--- src/rtl/pipe_skid_reg.sv ---
// Two-entry skid-buffer pipeline register: main drives the output and skid absorbs one
// extra beat, so in_ready can be a flop with no combinational path from out_ready.
module pipe_skid_reg #(
    parameter int unsigned       DATA_W = 66,
    parameter logic [DATA_W-1:0] BUBBLE = '0
) (
    input  logic              clk,
    input  logic              clr_n,
    input  logic              flush,
    input  logic              in_valid,
    output logic              in_ready,
    input  logic [DATA_W-1:0] in_data,
    output logic              out_valid,
    input  logic              out_ready,
    output logic [DATA_W-1:0] out_data,
    output logic [1:0]        count
);

    typedef enum logic [1:0] {
        EMPTY = 2'd0,
        ONE   = 2'd1,
        FULL  = 2'd2
    } state_e;

    state_e            state_q, state_d;
    logic [DATA_W-1:0] main_q, main_d;
    logic [DATA_W-1:0] skid_q, skid_d;
    logic              in_ready_q, in_ready_d;
    logic              main_valid, skid_valid;
    logic              accept, consume;

    assign main_valid = (state_q != EMPTY);
    assign skid_valid = (state_q == FULL);
    assign accept     = in_valid & in_ready_q;
    assign consume    = main_valid & out_ready;

    always_comb begin
        state_d = state_q;
        main_d  = main_q;
        skid_d  = skid_q;
        case (state_q)
            EMPTY: begin
                if (accept) begin
                    state_d = ONE;
                    main_d  = in_data;
                end
            end
            ONE: begin
                if (accept && consume) begin
                    main_d = in_data;
                end else if (accept) begin
                    state_d = FULL;
                    skid_d  = in_data;
                end else if (consume) begin
                    state_d = EMPTY;
                end
            end
            FULL: begin
                if (consume) begin
                    state_d = ONE;
                    main_d  = skid_q;
                    skid_d  = '0;
                end
            end
            default: state_d = EMPTY;
        endcase
        // A redirect kills everything held, including a same-edge accept.
        if (flush) begin
            state_d = EMPTY;
        end
        in_ready_d = (state_d != FULL);
    end

    always_ff @(posedge clk or negedge clr_n) begin
        if (!clr_n) begin
            state_q    <= EMPTY;
            main_q     <= '0;
            skid_q     <= '0;
            in_ready_q <= 1'b1;
        end else begin
            state_q    <= state_d;
            main_q     <= main_d;
            skid_q     <= skid_d;
            in_ready_q <= in_ready_d;
        end
    end

    assign in_ready  = in_ready_q;
    assign out_valid = main_valid;
    assign out_data  = main_valid ? main_q : BUBBLE;
    assign count     = {1'b0, main_valid} + {1'b0, skid_valid};

endmodule

--- config.mk ---
export PLATFORM = sky130hd
export DESIGN_NAME = pipe_skid_reg
export DESIGN_NICKNAME = d
export VERILOG_FILES = /design/src/rtl/pipe_skid_reg.sv
export SDC_FILE = /design/constraint.sdc
export NUM_CORES = 1
export LEC_CHECK = 0
export ABC_AREA = 1
export BUFFER_PORTS_ARGS = -buffer_cell sky130_fd_sc_hd__buf_4
export CAP_MARGIN = 20
export CORE_UTILIZATION = 56
export DETAILED_ROUTE_END_ITERATION = 8
export PLACE_DENSITY = 0.81
export SETUP_SLACK_MARGIN = 0.02
export SYNTH_ARGS = -nofsm -noshare
export SYNTH_HDL_FRONTEND = slang
export SYNTH_SLANG_ARGS = --single-unit
--- constraint.sdc ---
create_clock -name clk -period 2.1 [get_ports clk]
set_clock_uncertainty 0.2 [all_clocks]
set_input_delay 0.21 -clock clk [delete_from_list [all_inputs] [get_ports clk]]
set_output_delay 0.21 -clock clk [all_outputs]
set_load 0.01 [all_outputs]
==> results of run 1 <==
## sequential cells by signal, summed over array words and instances, names as in the netlist
register	count
skid_q	66
in_ready	1
state_q	2
main_q	66
## synth_stat cells
library cell	count
sky130_fd_sc_hd__nand2_1	403
sky130_fd_sc_hd__nor3_2	1
sky130_fd_sc_hd__nand3_1	200
sky130_fd_sc_hd__buf_2	39
sky130_fd_sc_hd__nor2_1	70
sky130_fd_sc_hd__clkbuf_1	13
sky130_fd_sc_hd__dfrtp_1	134
sky130_fd_sc_hd__nand2_2	4
sky130_fd_sc_hd__buf_6	5
sky130_fd_sc_hd__o21ai_0	1
sky130_fd_sc_hd__inv_1	137
sky130_fd_sc_hd__buf_4	13
sky130_fd_sc_hd__inv_2	3
sky130_fd_sc_hd__buf_1	2
sky130_fd_sc_hd__a21oi_1	1
sky130_fd_sc_hd__dfstp_2	1
## what timing repair did
item,in CTS,in global routing
buffers inserted,0,1
setup endpoints to repair,29,42
cloned,0,1
gates resized for setup,1,4
hold buffers,69,0
endpoints found under the hold margin,269,0
## kinds of logic after synthesis
family	count (synthesis)	synth area share (%)
AO/OA/AOI/OAI	2	0.140
buffers and inverters	212	13.1
flip-flops	135	47.4
AND/OR/NAND/NOR	678	39.4
## power breakdown
part / switching [mW] / internal, mW
combinational: 0.909 / 0.731
clock: 1.03 / 1.75
sequential: 0.297 / 3.13
total: 2.24 / 5.61
## worst max-delay path, stage by stage (launching register included)
cell and delay [ps]:
sky130_fd_sc_hd__dfrtp_2 430, sky130_fd_sc_hd__inv_2 90, sky130_fd_sc_hd__nand2_2 110, sky130_fd_sc_hd__inv_4 130, sky130_fd_sc_hd__buf_12 180, sky130_fd_sc_hd__nor2_1 70
sky130_fd_sc_hd__buf_4 140
## final cells by class
type | instances | area share, %
multi-input combinational | 680 | 29.6
clock buffer | 24 | 4.82
sequential | 135 | 35.3
tap | 168 | 2.20
inverter | 140 | 5.52
clock inverter | 5 | 0.784
timing repair buffer | 234 | 21.7
## metal layers
layer  track usage (%)  wire (µm)  vias up  share of wire (%)
li1                  -          -     3460                  -
met1              41.7       8000     3316                 41
met2              50.4       9610      346                 49
met3              4.64       1350       48                6.9
met4              12.5        488        0                2.5
met5                 0          0        -                  0
## worst paths after layout
check	from	to	slack (ps)	depth (start not counted)
worst max-delay path	state_q[1]	out_data[64]	100	6
worst min-delay path	clr_n	main_q[25]	110	2
worst max register to register	state_q[1]	skid_q[50]	230	6
worst min register to register	main_q[25]	main_q[25]	280	2
max in group asynchronous	clr_n	main_q[64]	970	3
min in group clk	in_valid	in_ready	110	4
## per-stage QoR
step           hold slack (ps)  util (%)  instance area (µm²)
6_report                   108      78.4                 9570
3_3_place_gp             -22.4      67.9                 8290
4_1_cts                   83.4      78.0                 9530
5_1_grt                    158      78.4                 9570
2_1_floorplan             -286         -                 7130
3_5_place_dp             -23.7      67.9                 8290
==> impl_metrics.env, run 1 <==
export IMPL_worstSkewPairLatency_ps=410
export IMPL_syn_cell_area_mm2=0.00713
export IMPL_layout_min_cycle_time_ps=2000
export IMPL_n_antenna_cell=0
export IMPL_area_of_combinational_cells_with_multiple_inputs_mm2=0.00284
export IMPL_core_area_mm2=0.0122
export IMPL_clock_tree_buffer_depth=2
export IMPL_drtAntennaViolNets=0
export IMPL_grt_pass1_vias=6745
export IMPL_worst_setup_path_end_kind="output port"
export IMPL_cts_reportedPaths_clkPinSlew_ps=50
export IMPL_grt_ovfl_total=0
export IMPL_crit_type="reg2out"
export IMPL_hold_path_class="in2async"
export IMPL_power_per_cell_area_mw_per_mm2=820
export IMPL_detail_route_wl_per_cell_um=14.0
export IMPL_design_die_area_mm2=0.0132
export IMPL_rsz0062_at_grt="yes"
export IMPL_status="finished clean"
export IMPL_timing_fmax_mhz=501
export IMPL_power_leakage_nw=5.62
export IMPL_io_pins=141
export IMPL_finalHoldViolCount=0
export IMPL_setup_tns_ps=0
export IMPL_timing_critical_path_required_ps=1690
export IMPL_num_fill_cells=850
export IMPL_yosysTopAreaCellShare_pct=47.0
export IMPL_netlist_top_cell_by_area="sky130_fd_sc_hd__dfrtp_1"
export IMPL_synth_yosys_warnings=0
export IMPL_vias_per_cell=5.17
export IMPL_place_hpwl_um=11200
export IMPL_finalSetupViolCount=0
export IMPL_maximum_resistive_drop_on_vdd_uv=524
export IMPL_report_final_slew_viol_count=0
export IMPL_layoutNonFillerInstCount=1386
export IMPL_placed_instance_count=1286
export IMPL_ys_seq_elements=135
export IMPL_number_of_design_rule_violations_left_after_detail_routing=0
export IMPL_tritoncts_num_sinks=135
export IMPL_floorplan_initialDensity_pct=58.4
export IMPL_pre_cts_slack_ps=144
export IMPL_worstSetupStartpointType="register"
export IMPL_vias_after_detailed_routing=7170
export IMPL_row_count=40
export IMPL_final_layout_size_suffix_gt1_share_pct=16.6
export IMPL_cap_violations=0
export IMPL_cts_made_buffers=17
export IMPL_most_common_layout_cells="401 x sky130_fd_sc_hd__nand2_1, 199 x sky130_fd_sc_hd__nand3_1, 152 x sky130_fd_sc_hd__buf_4"
export IMPL_final_net_count=1279
export IMPL_area_sequential_mm2=0.00338
export IMPL_synthesis_instances=1027
export IMPL_netlist_top_cells_area="sky130_fd_sc_hd__dfrtp_1 47%, sky130_fd_sc_hd__nand2_1 21%, sky130_fd_sc_hd__nand3_1 14%"
export IMPL_crit_arrival_ps=1590
export IMPL_die_height_um=115
export IMPL_number_of_antenna_violations_at_the_first_check_in_global_routing=0
export IMPL_gr_usage_all_layers_pct=30.9
export IMPL_most_frequent_standard_cell_in_the_layout_excluding_fill_and_tap_cells="sky130_fd_sc_hd__nand2_1"
export IMPL_post_route_worst_setup_slack_ps=103
export IMPL_chipWidth_um=115
export IMPL_area_growth_pct=34.2
export IMPL_ctsHtreeMaxLevel=4
export IMPL_synth_seq_area_share_pct=47.4
export IMPL_maximum_number_of_pins_on_one_net_before_global_route_repair=69
export IMPL_synthesis_nets=1098
export IMPL_place_congestion=0.804
export IMPL_first_iter_violations=749
export IMPL_first_pass_grt_wire_length_um=32000
export IMPL_detail_route_wirelength_um=19400
export IMPL_port_buffers=140
export IMPL_max_slew_margin_pct=67.8
export IMPL_netlist_cell_types=16
export IMPL_dr_pass1_iters=8
export IMPL_root_buffer="sky130_fd_sc_hd__clkbuf_16"
export IMPL_worstMarginPinSlew_ps=482
export IMPL_worstPathMaxFanout=29
export IMPL_total_power_mw=7.85
export IMPL_syn_avg_cell_area_um2=6.94
export IMPL_tritoncts_clock_tree="yes"
export IMPL_final_period_utilization_pct=95.1
(Power assumes the default switching activity.)
==> run 2, diff against run 1 <==
--- a/config.mk
+++ b/config.mk
@@ -8,9 +8,9 @@
 export ABC_AREA = 1
 export BUFFER_PORTS_ARGS = -buffer_cell sky130_fd_sc_hd__buf_4
 export CAP_MARGIN = 20
-export CORE_UTILIZATION = 56
+export CORE_UTILIZATION = 50
 export DETAILED_ROUTE_END_ITERATION = 8
-export PLACE_DENSITY = 0.81
+export PLACE_DENSITY = 0.76
 export SETUP_SLACK_MARGIN = 0.02
 export SYNTH_ARGS = -nofsm -noshare
 export SYNTH_HDL_FRONTEND = slang
==> constraint.sdc (replaced) <==
create_clock -name clk -period 1.8 [get_ports clk]
set_clock_uncertainty 0.2 [all_clocks]
set_input_delay 0.18 -clock clk [delete_from_list [all_inputs] [get_ports clk]]
set_output_delay 0.18 -clock clk [all_outputs]
set_load 0.01 [all_outputs]
==> run 2 against run 1 <==
- the run now ends with negative setup slack left
- critical path type unchanged
- total power up 22%
- non-clock buffer count rose by 22
- critical path depth is 1 higher
==> impl_metrics.env, run 2 (synthesized netlist as in run 1, its figures left out) <==
export IMPL_status="complete, but fails checks"
export IMPL_failed_checks="negative setup slack"
export IMPL_area_of_combinational_cells_with_multiple_inputs_mm2=0.00305
export IMPL_hold_path_class="in2async"
export IMPL_die_height_um=121
export IMPL_placement_cell_area_mm2=0.00839
export IMPL_rsz0062_at_grt="yes"
export IMPL_cts_reportedPaths_clkPinSlew_ps=50
export IMPL_io_pins=141
export IMPL_floorplan_initialDensity_pct=51.4
export IMPL_number_of_design_rule_violations_left_after_detail_routing=0
export IMPL_detail_route_wl_per_cell_um=15.8
export IMPL_cp_slowest_stage_delay_ps=380
export IMPL_design_die_area_mm2=0.0147
export IMPL_tritoncts_clock_tree="yes"
export IMPL_place_hpwl_um=11400
export IMPL_report_final_slew_viol_count=0
export IMPL_timing_critical_path_required_ps=1420
export IMPL_total_power_mw=9.61
export IMPL_netSwitchingFraction_pct=29.9
export IMPL_critical_path_top_delay_family="buffers and inverters"
export IMPL_p_seq_share_pct=41.7
export IMPL_cts_made_buffers=17
export IMPL_worst_setup_path_end_kind="output port"
export IMPL_power_share_combinational_pct=23.5
export IMPL_crit_arrival_ps=1590
export IMPL_grt_ovfl_total=0
export IMPL_worstSetupStartpointType="register"
export IMPL_place_congestion=0.804
export IMPL_drtAntennaViolNets=0
export IMPL_tritoncts_num_sinks=135
export IMPL_maximum_resistive_drop_on_vdd_uv=694
export IMPL_worst_path_stages=7
export IMPL_detail_route_wirelength_um=22500
export IMPL_core_area_mm2=0.0139
export IMPL_grt_pass1_vias=6934
export IMPL_port_buffers=140
export IMPL_ctsHtreeMaxLevel=4
export IMPL_power_leakage_nw=5.91
export IMPL_final_net_count=1301
export IMPL_worstMarginPinSlew_ps=448
export IMPL_r2r_end="skid_q[34]"
export IMPL_max_slew_margin_pct=70.1
export IMPL_final_period_utilization_pct=109
export IMPL_clock_tree_buffer_depth=2
export IMPL_num_fill_cells=1020
export IMPL_chipWidth_um=121
export IMPL_row_count=43
export IMPL_most_common_layout_cells="398 x sky130_fd_sc_hd__nand2_1, 199 x sky130_fd_sc_hd__nand3_1, 136 x sky130_fd_sc_hd__inv_1"
export IMPL_root_buffer="sky130_fd_sc_hd__clkbuf_16"
export IMPL_cp_buffers_inverters=5
export IMPL_r2r_start="state_q[1]"
export IMPL_area_growth_pct=45.3
export IMPL_maximum_number_of_pins_on_one_net_before_global_route_repair=67
export IMPL_rrSetupSlack_ps=50
export IMPL_finalHoldViolCount=0
export IMPL_path_cells="inv_2 -> nand2_4 -> inv_8 -> buf_12 -> buf_16 -> nor2_1 -> buf_4"
export IMPL_power_share_clock_pct=34.8
export IMPL_gr_usage_all_layers_pct=30.0
export IMPL_n_antenna_cell=0
export IMPL_first_pass_grt_wire_length_um=34000
export IMPL_layout_min_cycle_time_ps=1970
export IMPL_rr_worst_depth=8
export IMPL_p_sw_mw=2.87
export IMPL_cap_violations=0
export IMPL_crit_type="reg2out"
export IMPL_post_route_worst_setup_slack_ps=-170
export IMPL_first_iter_violations=623
export IMPL_worstSkewPairLatency_ps=420
export IMPL_top_registers="main_q x66, skid_q x66, state_q x2"
export IMPL_dr_pass1_iters=7
export IMPL_number_of_antenna_violations_at_the_first_check_in_global_routing=0
export IMPL_power_per_cell_area_mw_per_mm2=927
export IMPL_worstPathMaxFanout=10
export IMPL_final_area_mm2=0.0104
export IMPL_vias_after_detailed_routing=7425
export IMPL_area_sequential_mm2=0.00338
export IMPL_finalSetupViolCount=66
export IMPL_vias_per_cell=5.22
export IMPL_critical_path_slowest_cell="sky130_fd_sc_hd__dfrtp_1"
export IMPL_most_frequent_standard_cell_in_the_layout_excluding_fill_and_tap_cells="sky130_fd_sc_hd__nand2_1"
export IMPL_timing_fmax_mhz=508
export IMPL_cell_internal_pwr_mw=6.74
export IMPL_final_layout_size_suffix_gt1_share_pct=21.6
==> run 2: cell count changes in the layout (fill, tap and decap cells not counted), sizes merged <==
cell      previous run  this run
bufinv               2         1
clkinvlp             0         1
clkinv               3         7
buf                164       182
clkbuf              25        28
==> run 2: metrics by stage <==
| stage | util, % | cells | hold slack, ps | setup slack [ps] | setup TNS, ps |
|---|---|---|---|---|---|
| after floorplan | - | 1027 | -316 | 241 | 0 |
| after global placement | 60.4 | 1302 | -63.0 | 217 | 0 |
| after detailed placement | 60.4 | 1302 | -62.6 | 195 | 0 |
| after CTS | 72.1 | 1419 | 67.5 | -84.3 | -4990 |
| after global routing | 74.6 | 1423 | 81.6 | -190 | -9100 |
| final | 74.6 | 1423 | 48.9 | -170 | -6720 |
==> run 2: routing by layer <==
layer / GRT usage [%] / routed length (µm) / vias up / part of all wire (%)
li1: - / - / 3520 / -
met2: 50.0 / 11100 / 362 / 49
met5: 0 / 0 / - / 0
met4: 13.1 / 598 / 0 / 2.7
met3: 5.97 / 1720 / 49 / 7.6
met1: 37.7 / 9100 / 3494 / 40
==> run 2: area by class of cell <==
cell class | instances | area share (%)
clock inverter | 9 | 0.700
sequential | 135 | 32.6
clock buffer | 23 | 4.81
timing repair buffer | 256 | 25.1
multi-input combinational | 680 | 29.4
tap | 180 | 2.17
inverter | 140 | 5.17
==> run 2: worst reg2reg max path, stage by stage, from the launching register on <==
cell	delay, ps
sky130_fd_sc_hd__dfrtp_2	420
sky130_fd_sc_hd__inv_2	80
sky130_fd_sc_hd__buf_4	140
sky130_fd_sc_hd__nand2_4	60
sky130_fd_sc_hd__nor3_4	250
sky130_fd_sc_hd__buf_6	180
sky130_fd_sc_hd__clkbuf_16	190
sky130_fd_sc_hd__nand2_1	70
sky130_fd_sc_hd__nand2_1	80
==> run 2: power groups by stage <==
stage	Sequential (mW)	Clock [mW]	Combinational, mW
final	4.00	3.34	2.26
after CTS	3.98	3.36	2.10
after floorplan	3.94	0	1.11
after global placement	4.00	0	1.72
after global routing	4.07	3.47	2.51
after detailed placement	4.01	0	1.77
==> run 2: worst max path at each step <==
stage / endpoint / from / slack [ps]
floorplan: out_data[25] / state_q[1] / 240
global placement: state_q[0] / in_ready / 220
detailed placement: skid_q[46] / in_ready / 200
CTS: out_data[3] / state_q[1] / -80
global route: out_data[44] / state_q[0] / -190
finish: out_data[44] / state_q[0] / -170
==> run 2: what timing repair did <==
action / in CTS / in global routing
gates resized for setup: 40 / 60
buffers inserted: 10 / 3
hold buffers: 69 / 0
pin swaps: 3 / 3
cloned: 6 / 6
endpoints found under the hold margin: 270 / 0
setup endpoints to repair: 66 / 202
==> run 3, diff against run 2 <==
--- a/config.mk
+++ b/config.mk
@@ -8,9 +8,10 @@
 export ABC_AREA = 1
 export BUFFER_PORTS_ARGS = -buffer_cell sky130_fd_sc_hd__buf_4
 export CAP_MARGIN = 20
-export CORE_UTILIZATION = 50
+export CORE_UTILIZATION = 52
+export CTS_BUF_LIST = sky130_fd_sc_hd__clkbuf_2
 export DETAILED_ROUTE_END_ITERATION = 8
-export PLACE_DENSITY = 0.76
+export PLACE_DENSITY = 0.79
 export SETUP_SLACK_MARGIN = 0.02
 export SYNTH_ARGS = -nofsm -noshare
 export SYNTH_HDL_FRONTEND = slang
==> run 3 against run 2 <==
- the run still ends with negative setup slack left
- critical path depth up 5
- routed wire length up 50%
- core utilization up 13 points
- non-clock buffer count up 44
- worst setup slack worse by 460 ps
- hold slack worse by 43 ps
- cell area up 13%
- register-to-register slack worse by 680 ps
- fmax down 19%
- flip-flop and latch count unchanged
- via count up 22%
- largest cell class is now multi-input combinational cells
==> impl_metrics.env, run 3 (synthesized netlist as in run 1, its figures left out) <==
export IMPL_status="complete, but fails checks"
export IMPL_failed_checks="negative setup slack"
export IMPL_tritoncts_clock_tree="yes"
export IMPL_port_buffers=140
export IMPL_worst_setup_path_end_kind="register"
export IMPL_placement_cell_area_mm2=0.00838
export IMPL_max_slew_margin_pct=60.9
export IMPL_cap_violations=0
export IMPL_maximum_number_of_pins_on_one_net_before_global_route_repair=53
export IMPL_rsz0062_at_grt="yes"
export IMPL_clock_tree_buffer_depth=2
export IMPL_p_seq_share_pct=42.8
export IMPL_layout_min_cycle_time_ps=2430
export IMPL_hold_path_class="in2reg"
export IMPL_area_growth_pct=63.7
export IMPL_cell_internal_pwr_mw=6.34
export IMPL_final_area_mm2=0.0117
export IMPL_globalRoute_busiestLayer="met2"
export IMPL_post_route_worst_setup_slack_ps=-633
export IMPL_dr_pass1_iters=9
export IMPL_power_per_cell_area_mw_per_mm2=842
export IMPL_ctsHtreeMaxLevel=4
export IMPL_most_common_layout_cells="344 x sky130_fd_sc_hd__nand2_1, 143 x sky130_fd_sc_hd__buf_4, 136 x sky130_fd_sc_hd__inv_1"
export IMPL_place_congestion=0.803
export IMPL_die_height_um=119
export IMPL_drtAntennaViolNets=0
export IMPL_floorplan_initialDensity_pct=53.6
export IMPL_gr_usage_all_layers_pct=29.2
export IMPL_tritoncts_num_sinks=135
export IMPL_first_pass_grt_wire_length_um=33100
export IMPL_cts_reportedPaths_clkPinSlew_ps=220
export IMPL_cp_slowest_stage_delay_ps=470
export IMPL_number_of_design_rule_violations_left_after_detail_routing=0
export IMPL_first_iter_violations=1589
export IMPL_grt_use_met2_pct=47.5
export IMPL_maximum_resistive_drop_on_vdd_uv=472
export IMPL_p_sw_mw=3.49
export IMPL_path_cells="inv_2 -> buf_4 -> buf_6 -> buf_6 -> nand2_8 -> buf_12 -> buf_4 -> buf_12 -> nand2_1 -> inv_1 -> nand2_1 -> nand2_1"
export IMPL_finalSetupViolCount=203
export IMPL_place_hpwl_um=11700
export IMPL_timing_fmax_mhz=411
export IMPL_crit_arrival_ps=2890
export IMPL_report_final_slew_viol_count=0
export IMPL_grt_pass1_vias=7003
export IMPL_row_count=42
export IMPL_grt_util_met3_pct=5.51
export IMPL_number_of_antenna_violations_at_the_first_check_in_global_routing=2
export IMPL_most_frequent_standard_cell_in_the_layout_excluding_fill_and_tap_cells="sky130_fd_sc_hd__nand2_1"
export IMPL_final_period_utilization_pct=135
export IMPL_design_die_area_mm2=0.0142
export IMPL_finalHoldViolCount=0
export IMPL_worstSkewPairLatency_ps=840
export IMPL_core_area_mm2=0.0133
export IMPL_vias_after_detailed_routing=9033
export IMPL_worstSetupStartpointType="register"
export IMPL_timing_critical_path_required_ps=2260
export IMPL_crit_type="reg2reg"
export IMPL_cts_made_buffers=17
export IMPL_netSwitchingFraction_pct=35.5
export IMPL_power_share_combinational_pct=29.2
export IMPL_grt_ovfl_total=0
export IMPL_worstMarginPinSlew_ps=586
export IMPL_power_leakage_nw=6.39
export IMPL_vias_per_cell=6.17
export IMPL_final_layout_size_suffix_gt1_share_pct=35.4
export IMPL_placed_instance_count=1303
export IMPL_chipWidth_um=119
export IMPL_worstPathMaxFanout=6
export IMPL_detail_route_wirelength_um=33800
export IMPL_io_pins=141
export IMPL_layoutNonFillerInstCount=1464
export IMPL_critical_path_slowest_cell="sky130_fd_sc_hd__dfrtp_1"
export IMPL_power_share_clock_pct=28.1
export IMPL_detail_route_wl_per_cell_um=23.1
export IMPL_final_net_count=1345
export IMPL_top_registers="main_q x66, skid_q x66, state_q x2"
export IMPL_pre_cts_slack_ps=168
export IMPL_grt_util_met1_pct=38.2
export IMPL_root_buffer="sky130_fd_sc_hd__clkbuf_2"
export IMPL_crit_path_frequent_cell="sky130_fd_sc_hd__nand2_1"
run 3: changes by cell type in the layout (fill, tap and decap cells not counted), moves of 9 or more:
cell,delta
sky130_fd_sc_hd__nand3_2,+103
sky130_fd_sc_hd__nor2_2,-13
sky130_fd_sc_hd__nor2_1,+20
sky130_fd_sc_hd__nand3_4,+9
sky130_fd_sc_hd__nand2_2,+31
sky130_fd_sc_hd__clkbuf_2,+17
sky130_fd_sc_hd__nand2_4,+22
sky130_fd_sc_hd__buf_4,+11
sky130_fd_sc_hd__nand2_1,-54
sky130_fd_sc_hd__buf_12,+10
sky130_fd_sc_hd__nand3_1,-112
run 3: final timing paths:
| check | startpoint | endpoint | slack, ps | depth (start not counted) |
|---|---|---|---|---|
| worst max-delay path | state_q[0] | skid_q[49] | -630 | 12 |
| worst min-delay path | in_data[13] | skid_q[13] | 5 | 6 |
| worst max register to register | state_q[0] | skid_q[49] | -630 | 12 |
| worst min register to register | main_q[41] | main_q[41] | 300 | 2 |
| max in group asynchronous | clr_n | main_q[52] | 580 | 4 |
| min in group asynchronous | clr_n | skid_q[44] | 180 | 3 |
run 3: cell type report:
| type | instances | area [µm²] |
|---|---|---|
| Antenna cell | 1 | 2.50 |
| Clock buffer | 17 | 85.1 |
| Clock inverter | 15 | 280 |
| Fill cell | 573 | 1620 |
| Inverter | 140 | 538 |
| Multi-Input combinational cell | 680 | 3850 |
| Sequential cell | 135 | 3380 |
| Tap cell | 176 | 220 |
| Timing Repair Buffer | 300 | 3320 |
run 3: metrics by stage:
stage	hold slack (ps)	power (mW)	setup TNS, ps	util (%)
6_report	5.43	9.83	-64220	87.8
5_1_grt	51.6	10.1	-65350	87.8
4_1_cts	5.26	8.61	-28450	73.6
3_5_place_dp	-22.0	5.78	0	63.1
3_3_place_gp	-18.8	5.71	0	63.1
2_1_floorplan	-316	5.05	0	-
run 3: metal layers:
layer,vias to the layer above,wire length (µm)
li1,3612,-
met1,4145,11500
met2,959,15000
met3,315,4590
met4,2,2710
met5,-,12
run 3: critical path, delay by kind of cell, from the launching register on:
kind	cells	cell delay, ps
DFF	1	470
and+or+nand+nor	4	640
buffers and inverters	8	960
run 3: power by group through the flow:
| stage | clock network, mW | logic, mW | registers (mW) |
|---|---|---|---|
| 2_1_floorplan | 0 | 1.11 | 3.94 |
| 3_3_place_gp | 0 | 1.70 | 4.01 |
| 3_5_place_dp | 0 | 1.75 | 4.02 |
| 4_1_cts | 2.61 | 2.03 | 3.97 |
| 5_1_grt | 2.83 | 3.02 | 4.22 |
| 6_report | 2.76 | 2.87 | 4.20 |
run 3: repair_timing:
action	CTS	global route
hold endpoints to repair	270	0
gates cloned	2	30
endpoints found under the setup margin	70	197
resized for setup	54	259
hold buffers	72	0
pin swaps	0	60
setup buffers	8	18
